==> src/rtl/multicycle_ctrl.sv <==
// Multi-cycle control sequencer: steps each instruction through fetch, decode,
// execute, memory and writeback, driving the datapath strobes combinationally.
module multicycle_ctrl #(
  parameter int RETIRE_W = 32
) (
  input  logic                clk,
  input  logic                rst,
  input  logic [31:0]         instr,
  input  logic                alu_zero,
  input  logic                mem_ack,
  output logic                pc_we,
  output logic                pc_src,
  output logic                ir_we,
  output logic                mem_req,
  output logic                mem_we,
  output logic                mem_addr_sel,
  output logic [3:0]          alu_op,
  output logic                alu_src_b,
  output logic                rf_we,
  output logic                rf_wsel,
  output logic                halted,
  output logic                illegal_op,
  output logic [2:0]          state,
  output logic [RETIRE_W-1:0] retired
);

  typedef enum logic [2:0] {
    S_IDLE   = 3'd0,
    S_FETCH  = 3'd1,
    S_DECODE = 3'd2,
    S_EXEC   = 3'd3,
    S_MEM    = 3'd4,
    S_WB     = 3'd5,
    S_HALT   = 3'd6
  } state_t;

  localparam logic [3:0] OP_RTYPE = 4'h0;
  localparam logic [3:0] OP_ADDI  = 4'h1;
  localparam logic [3:0] OP_LW    = 4'h2;
  localparam logic [3:0] OP_SW    = 4'h3;
  localparam logic [3:0] OP_BEQ   = 4'h4;
  localparam logic [3:0] OP_HALT  = 4'hF;

  localparam logic [3:0] ALU_ADD  = 4'h0;
  localparam logic [3:0] ALU_SUB  = 4'h1;

  state_t              r_state;
  state_t              w_next;
  logic [RETIRE_W-1:0] r_retired;

  logic [3:0] w_opcode;
  logic [3:0] w_funct;
  logic       w_retire;
  logic       w_pc_we;
  logic       w_pc_src;
  logic       w_ir_we;
  logic       w_mem_req;
  logic       w_mem_we;
  logic       w_mem_addr_sel;
  logic [3:0] w_alu_op;
  logic       w_alu_src_b;
  logic       w_rf_we;
  logic       w_rf_wsel;
  logic       w_illegal;
  logic       w_unused_instr;

  assign w_opcode = instr[31:28];
  assign w_funct  = instr[3:0];
  // Register specifiers and immediate are consumed by the datapath, not here.
  assign w_unused_instr = ^instr[27:4];

  function automatic logic is_legal(input logic [3:0] op);
    is_legal = (op == OP_RTYPE) || (op == OP_ADDI) || (op == OP_LW) ||
               (op == OP_SW) || (op == OP_BEQ) || (op == OP_HALT);
  endfunction

  always_ff @(posedge clk) begin
    if (rst) begin
      r_state   <= S_IDLE;
      r_retired <= '0;
    end else begin
      r_state <= w_next;
      if (w_retire) begin
        r_retired <= r_retired + RETIRE_W'(1);
      end
    end
  end

  always_comb begin
    w_next         = r_state;
    w_retire       = 1'b0;
    w_pc_we        = 1'b0;
    w_pc_src       = 1'b0;
    w_ir_we        = 1'b0;
    w_mem_req      = 1'b0;
    w_mem_we       = 1'b0;
    w_mem_addr_sel = 1'b0;
    w_alu_op       = ALU_ADD;
    w_alu_src_b    = 1'b0;
    w_rf_we        = 1'b0;
    w_rf_wsel      = 1'b0;
    w_illegal      = 1'b0;
    case (r_state)
      S_IDLE: begin
        w_next = S_FETCH;
      end
      S_FETCH: begin
        w_mem_req = 1'b1;
        if (mem_ack) begin
          w_ir_we = 1'b1;
          w_pc_we = 1'b1;
          w_next  = S_DECODE;
        end
      end
      S_DECODE: begin
        if (w_opcode == OP_HALT) begin
          w_next = S_HALT;
        end else if (!is_legal(w_opcode)) begin
          w_illegal = 1'b1;
          w_next    = S_FETCH;
        end else begin
          w_next = S_EXEC;
        end
      end
      S_EXEC: begin
        case (w_opcode)
          OP_RTYPE: begin
            w_alu_op = w_funct;
            w_next   = S_WB;
          end
          OP_ADDI: begin
            w_alu_op    = ALU_ADD;
            w_alu_src_b = 1'b1;
            w_next      = S_WB;
          end
          OP_LW, OP_SW: begin
            w_alu_op    = ALU_ADD;
            w_alu_src_b = 1'b1;
            w_next      = S_MEM;
          end
          OP_BEQ: begin
            w_alu_op = ALU_SUB;
            if (alu_zero) begin
              w_pc_we  = 1'b1;
              w_pc_src = 1'b1;
            end
            w_retire = 1'b1;
            w_next   = S_FETCH;
          end
          // IR changed under the sequencer: resynchronise without retiring.
          default: w_next = S_FETCH;
        endcase
      end
      S_MEM: begin
        w_mem_req      = 1'b1;
        w_mem_addr_sel = 1'b1;
        w_mem_we       = (w_opcode == OP_SW);
        w_alu_op       = ALU_ADD;
        w_alu_src_b    = 1'b1;
        if (mem_ack) begin
          if (w_opcode == OP_LW) begin
            w_next = S_WB;
          end else begin
            w_retire = (w_opcode == OP_SW);
            w_next   = S_FETCH;
          end
        end
      end
      S_WB: begin
        w_rf_we   = 1'b1;
        w_rf_wsel = (w_opcode == OP_LW);
        w_retire  = 1'b1;
        w_next    = S_FETCH;
      end
      S_HALT: begin
        w_next = S_HALT;
      end
      default: w_next = S_IDLE;
    endcase
  end

  // Reset masks every output so an in-flight request or write never leaks out.
  assign pc_we        = w_pc_we        & ~rst;
  assign pc_src       = w_pc_src       & ~rst;
  assign ir_we        = w_ir_we        & ~rst;
  assign mem_req      = w_mem_req      & ~rst;
  assign mem_we       = w_mem_we       & ~rst;
  assign mem_addr_sel = w_mem_addr_sel & ~rst;
  assign alu_op       = rst ? 4'h0 : w_alu_op;
  assign alu_src_b    = w_alu_src_b    & ~rst;
  assign rf_we        = w_rf_we        & ~rst;
  assign rf_wsel      = w_rf_wsel      & ~rst;
  assign illegal_op   = w_illegal      & ~rst;
  assign halted       = (r_state == S_HALT) & ~rst;
  assign state        = rst ? 3'd0 : r_state;
  assign retired      = rst ? '0 : r_retired;

endmodule

==> config.mk <==
export PLATFORM = sky130hd
export DESIGN_NAME = multicycle_ctrl
export DESIGN_NICKNAME = d
export VERILOG_FILES = /design/src/rtl/multicycle_ctrl.sv
export SDC_FILE = /design/constraint.sdc
export NUM_CORES = 1
export LEC_CHECK = 0
export BUFFER_PORTS_ARGS = -buffer_cell sky130_fd_sc_hd__buf_2
export CAP_MARGIN = 10
export CORE_MARGIN = 4
export CORE_UTILIZATION = 47
export DETAILED_ROUTE_END_ITERATION = 8
export PLACE_DENSITY_LB_ADDON = 0.1
export SLEW_MARGIN = 10
export SYNTH_ARGS = -nofsm -noshare
export SYNTH_HDL_FRONTEND = slang
export SYNTH_SLANG_ARGS = --single-unit
==> constraint.sdc <==
create_clock -name clk -period 3.5 [get_ports clk]
set_clock_uncertainty 0.2 [all_clocks]
set_input_delay 0.35 -clock clk [delete_from_list [all_inputs] [get_ports clk]]
set_output_delay 0.35 -clock clk [all_outputs]
set_load 0.01 [all_outputs]
# Word level (Yosys, flattened, before mapping)
# Index checks and enable logic that the tools add are counted.
# totals
input_bits,36
output_inout_bits,50
regBits,35
# op_classes
bitwise_logic,12
mux,32
reduce_logical,13
addsub,1
eq_ne,13
# op_table
operator,count
"adder 32 x 1 -> 32 bit, second input constant",1
2-to-1 mux 32 bit,1
case mux 3 bit (6 select lines),1
2-to-1 mux 1 bit,17
2-to-1 mux 3 bit,5
AND 1 bit,11
"equality test 3 bit, second input constant",3
"equality test 4 x 2 -> 1 bit, second input constant",2
2-to-1 mux 4 bit,2
case mux 4 bit (2 select lines),1
OR reduction 2 bit,4
"equality test 3 x 2 -> 1 bit, second input constant",2
case mux 3 bit (2 select lines),1
logical OR 1 bit,5
"equality test 4 x 1 -> 1 bit, second input constant",1
"equality test 4 x 3 -> 1 bit, second input constant",1
"equality test 4 bit, second input constant",1
logical NOT 4 bit,1
"inequality test 2 bit, second input constant",2
case mux 1 bit (2 select lines),2
"equality test 3 x 1 -> 1 bit, second input constant",1
logical NOT 3 bit,1
case mux 1 bit (3 select lines),1
OR reduction 3 bit,1
3 further kinds,3

# Logic depth before layout (Yosys ltp)
# logic_depth
ltp_word,10
ltp_mapped,8

# Worst setup path after synthesis
# No wires, ideal clock.
# synth_timing
path_type,register to register
start,register r_retired[3]
end,register r_retired[18]
path_slack_ps,1536
arrival_ps,1643
required_ps,3179
path_stages_with_launch,6
synth_period_minus_slack_ps,1964
setup_time_ps,121
cell_sequence,dfxtp_1 > nand4_4 > nor3_1 > nand3_1 > nor3_1 > mux2_2
# synth_via
elab_chain_len,1
# synth_lines
element,line_no,rtl
start: declaration,49,logic [RETIRE_W-1:0] r_retired;
start signal: assignment,84,r_retired <= r_retired + RETIRE_W'(1);
adder 32 x 1 -> 32 bit,84,
# Every way passes these cells.
# A chain may end at the register's enable or synchronous reset.

# Final worst setup path
# layout_timing
start,register r_state[1]
end,register r_retired[24]
# layout_via
elab_chain_len,2
elab_cells_between_ends,4
# layout_lines
element,line_no,rtl
start: declaration,47,state_t r_state;
start signal: assignment,82,r_state <= w_next;
equality test 3 bit or equality test 3 x 2 -> 1 bit (tied branches),103,case (r_state)
case mux 1 bit (3 select lines) (*),103,
# Every way passes the cells marked *; elsewhere a longest branch is shown, timed or not.

==> impl_metrics.tcl <==
set metrics [dict create \
    drt_wl_total_mm 5.05 \
    async_flop_share_pct 0 \
    area_delta_synth_final_pct 18.6 \
    synth_edf_count 0 \
    path_max_fanout 16 \
    cp.required_ns 3.51 \
    drt.antenna.violating_nets 0 \
    via_count 2131 \
    cts_resized 0 \
    hold_depth 3 \
    drt_iter0_markers 132 \
    endpoint_kind "register" \
    maxCapViolCount 0 \
    relSlewSlack_pct 42.2 \
    grt_pass1_vias 1910 \
    synth.area.top_cells "dfxtp_1 32%, nor2b_1 10%, nor2_1 5.1%, o21ai_0 4.3%, xor2_1 3.2%" \
    cts_root_buf "clkbuf_8" \
    fin_crit_ns 2.59 \
    finalPower_mw 0.777 \
    clock_latency_ns 0.28 \
    final_cell_mix "61 x buf_2, 35 x nor2b_1, 35 x dfxtp_1" \
    yosysSeqAreaShare_pct 31.9 \
    wl_met2_mm 2.37 \
    instances_no_fill 389 \
    hp-class "in2reg" \
    power.density_nw_per_um2 298 \
    core_area_um2 4440 \
    wl_per_cell_um 13.0 \
    drv_slew 0 \
    boundaryPins 86 \
    synth_area_um2 2200 \
    synth_cell_types 45 \
    cts.path.max_buffers 2 \
    die_h_um 76.4 \
    timing.fmax_mhz 386 \
    grt_pass1_wl_mm 8.78 \
    numCtsBuffers 5 \
    diodes 0 \
    dpl_worst_slack_ns 0.938 \
    portBuffers 61 \
    synthesis.nets 321 \
    rows 24 \
    grt_overflow_total 0 \
    htreeDepth 2 \
    crit_arrival_ns 2.60 \
    post_cts_buffers 0 \
    final_common_cell "buf_2" \
    final_nets 373 \
    cts_hold_buf 0 \
    r2r_cells 6 \
    synth_warnings 0 \
    setup_slack_ns 0.911 \
    rsz0062_at_grt "false" \
    dpl.cell_count 381 \
    status "finished, final reports clean" \
    startpoint_type "register" \
    setup_viol 0 \
    fin_setup_tns_ns 0 \
    grt_max_degree 47 \
    ys_ff_latch 35 \
    firstDrtPassIters 4 \
    n_fill_cell 439 \
    die_width_um 76.4 \
    routed_via_density 5.48 \
    dr.max_layer_used "met4" \
    p_leak_nw 1.08 \
    clkSinkCount 35 \
    die-area_um2 5840 \
    syn_area_per_cell_um2 7.74 \
    r2r_slack_ns 0.91 \
    m1WireLength_mm 2.38 \
    peakVddDrop_mv 0.172 \
    synth_area_leader_cell "dfxtp_1" \
    layout-drive-gt1-share_pct 24.3 \
    worst_pin_slew_ns 0.861 \
    synth_top_cell_area_share_pct 31.9 \
    grt_util_all_layers_pct 17.8 \
    remaining_drc_errors 0 \
    synth_ff_type "dfxtp_1" \
    clk_pin_slew_ns 0.07 \
    antenna_found_initial 0 \
    cts_tree "yes" \
    dp_hpwl_mm 3.69 \
    gp_congestion 0.909 \
    wl_met3_um 248 \
    post-route-period-util_pct 74.0 \
    worstSetupPathType "reg2reg" \
    final_hold_viol_count 0 \
    netlist_instances 284 \
    initial_core_util_pct 49.5 \
]
stage by stage:
stage,hold WS [ns],cell area (µm²),util (%)
after floorplan,0.260,2200,-
after global placement,0.282,2510,56.4
after detailed placement,0.287,2510,56.4
after CTS,0.242,2610,58.7
after global routing,0.269,2610,58.7
final,0.249,2610,58.7
critical path, stage by stage (launching register included):
cell and delay [ns]:
dfxtp_1 0.61, and3b_1 0.26, and4b_1 0.41, buf_4 0.23, o211ai_4 0.15, or4_1 0.51
a21oi_1 0.16
sequential cells by signal (all words and copies together), names as in the netlist:
signal and count:
r_state 3, r_retired 32
power breakdown:
| part | switching (mW) | internal [mW] | total, mW |
|---|---|---|---|
| Combinational | 0.0344 | 0.0181 | 0.0525 |
| Sequential | 0.00618 | 0.400 | 0.407 |
| Clock | 0.139 | 0.180 | 0.318 |
final timing paths:
check	from	endpoint
hold / removal	mem_ack	r_state[2]
setup reg to reg	r_state[1]	r_retired[24]
setup / recovery	r_state[1]	r_retired[24]
hold reg to reg	r_retired[25]	r_retired[25]
cell usage after synthesis (2+ instances only):
cell type,count
inv_1,6
or2_2,2
nand4_1,6
nand2_1,16
clkbuf_1,12
o211ai_1,6
or3_1,6
a211oi_1,2
buf_1,2
nand2b_1,2
o31ai_1,4
nand3_1,13
dfxtp_1,35
o21ai_0,19
o21a_1,2
buf_2,4
nor3_1,13
o2111ai_1,3
nor2b_1,35
xnor2_1,6
a31oi_1,2
xor2_1,8
and3_1,3
a21oi_1,12
and2_1,5
nor2_1,30
or4_1,7
mux2_2,3
nor4_1,4
per-layer routing:
metal | up-vias | track usage [%]
met4 | 0 | 5.07
met1 | 959 | 23.0
li1 | 1115 | -
met3 | 5 | 4.14
met2 | 52 | 29.3
met5 | - | 0
area by class of cell:
class	instances	area (µm²)	share of cell area (%)
multi-input combinational	224	1390	53.4
sequential	35	701	26.9
timing repair buffer	64	328	12.6
clock buffer	8	100	3.84
tap	52	65.1	2.50
inverter	6	22.5	0.864
cells by family after synthesis:
logic type / Yosys count / share of synthesized area [%]
AND/OR/NAND/NOR: 150 / 38.5
flip-flops: 35 / 31.9
AO/OA/AOI/OAI: 56 / 17.1
multiplexers: 3 / 1.54
XOR/XNOR: 14 / 5.58
adder cells (fa/ha/maj): 1 / 0.569
buffers and inverters: 25 / 4.84
Power figures use the tool's default switching activity.
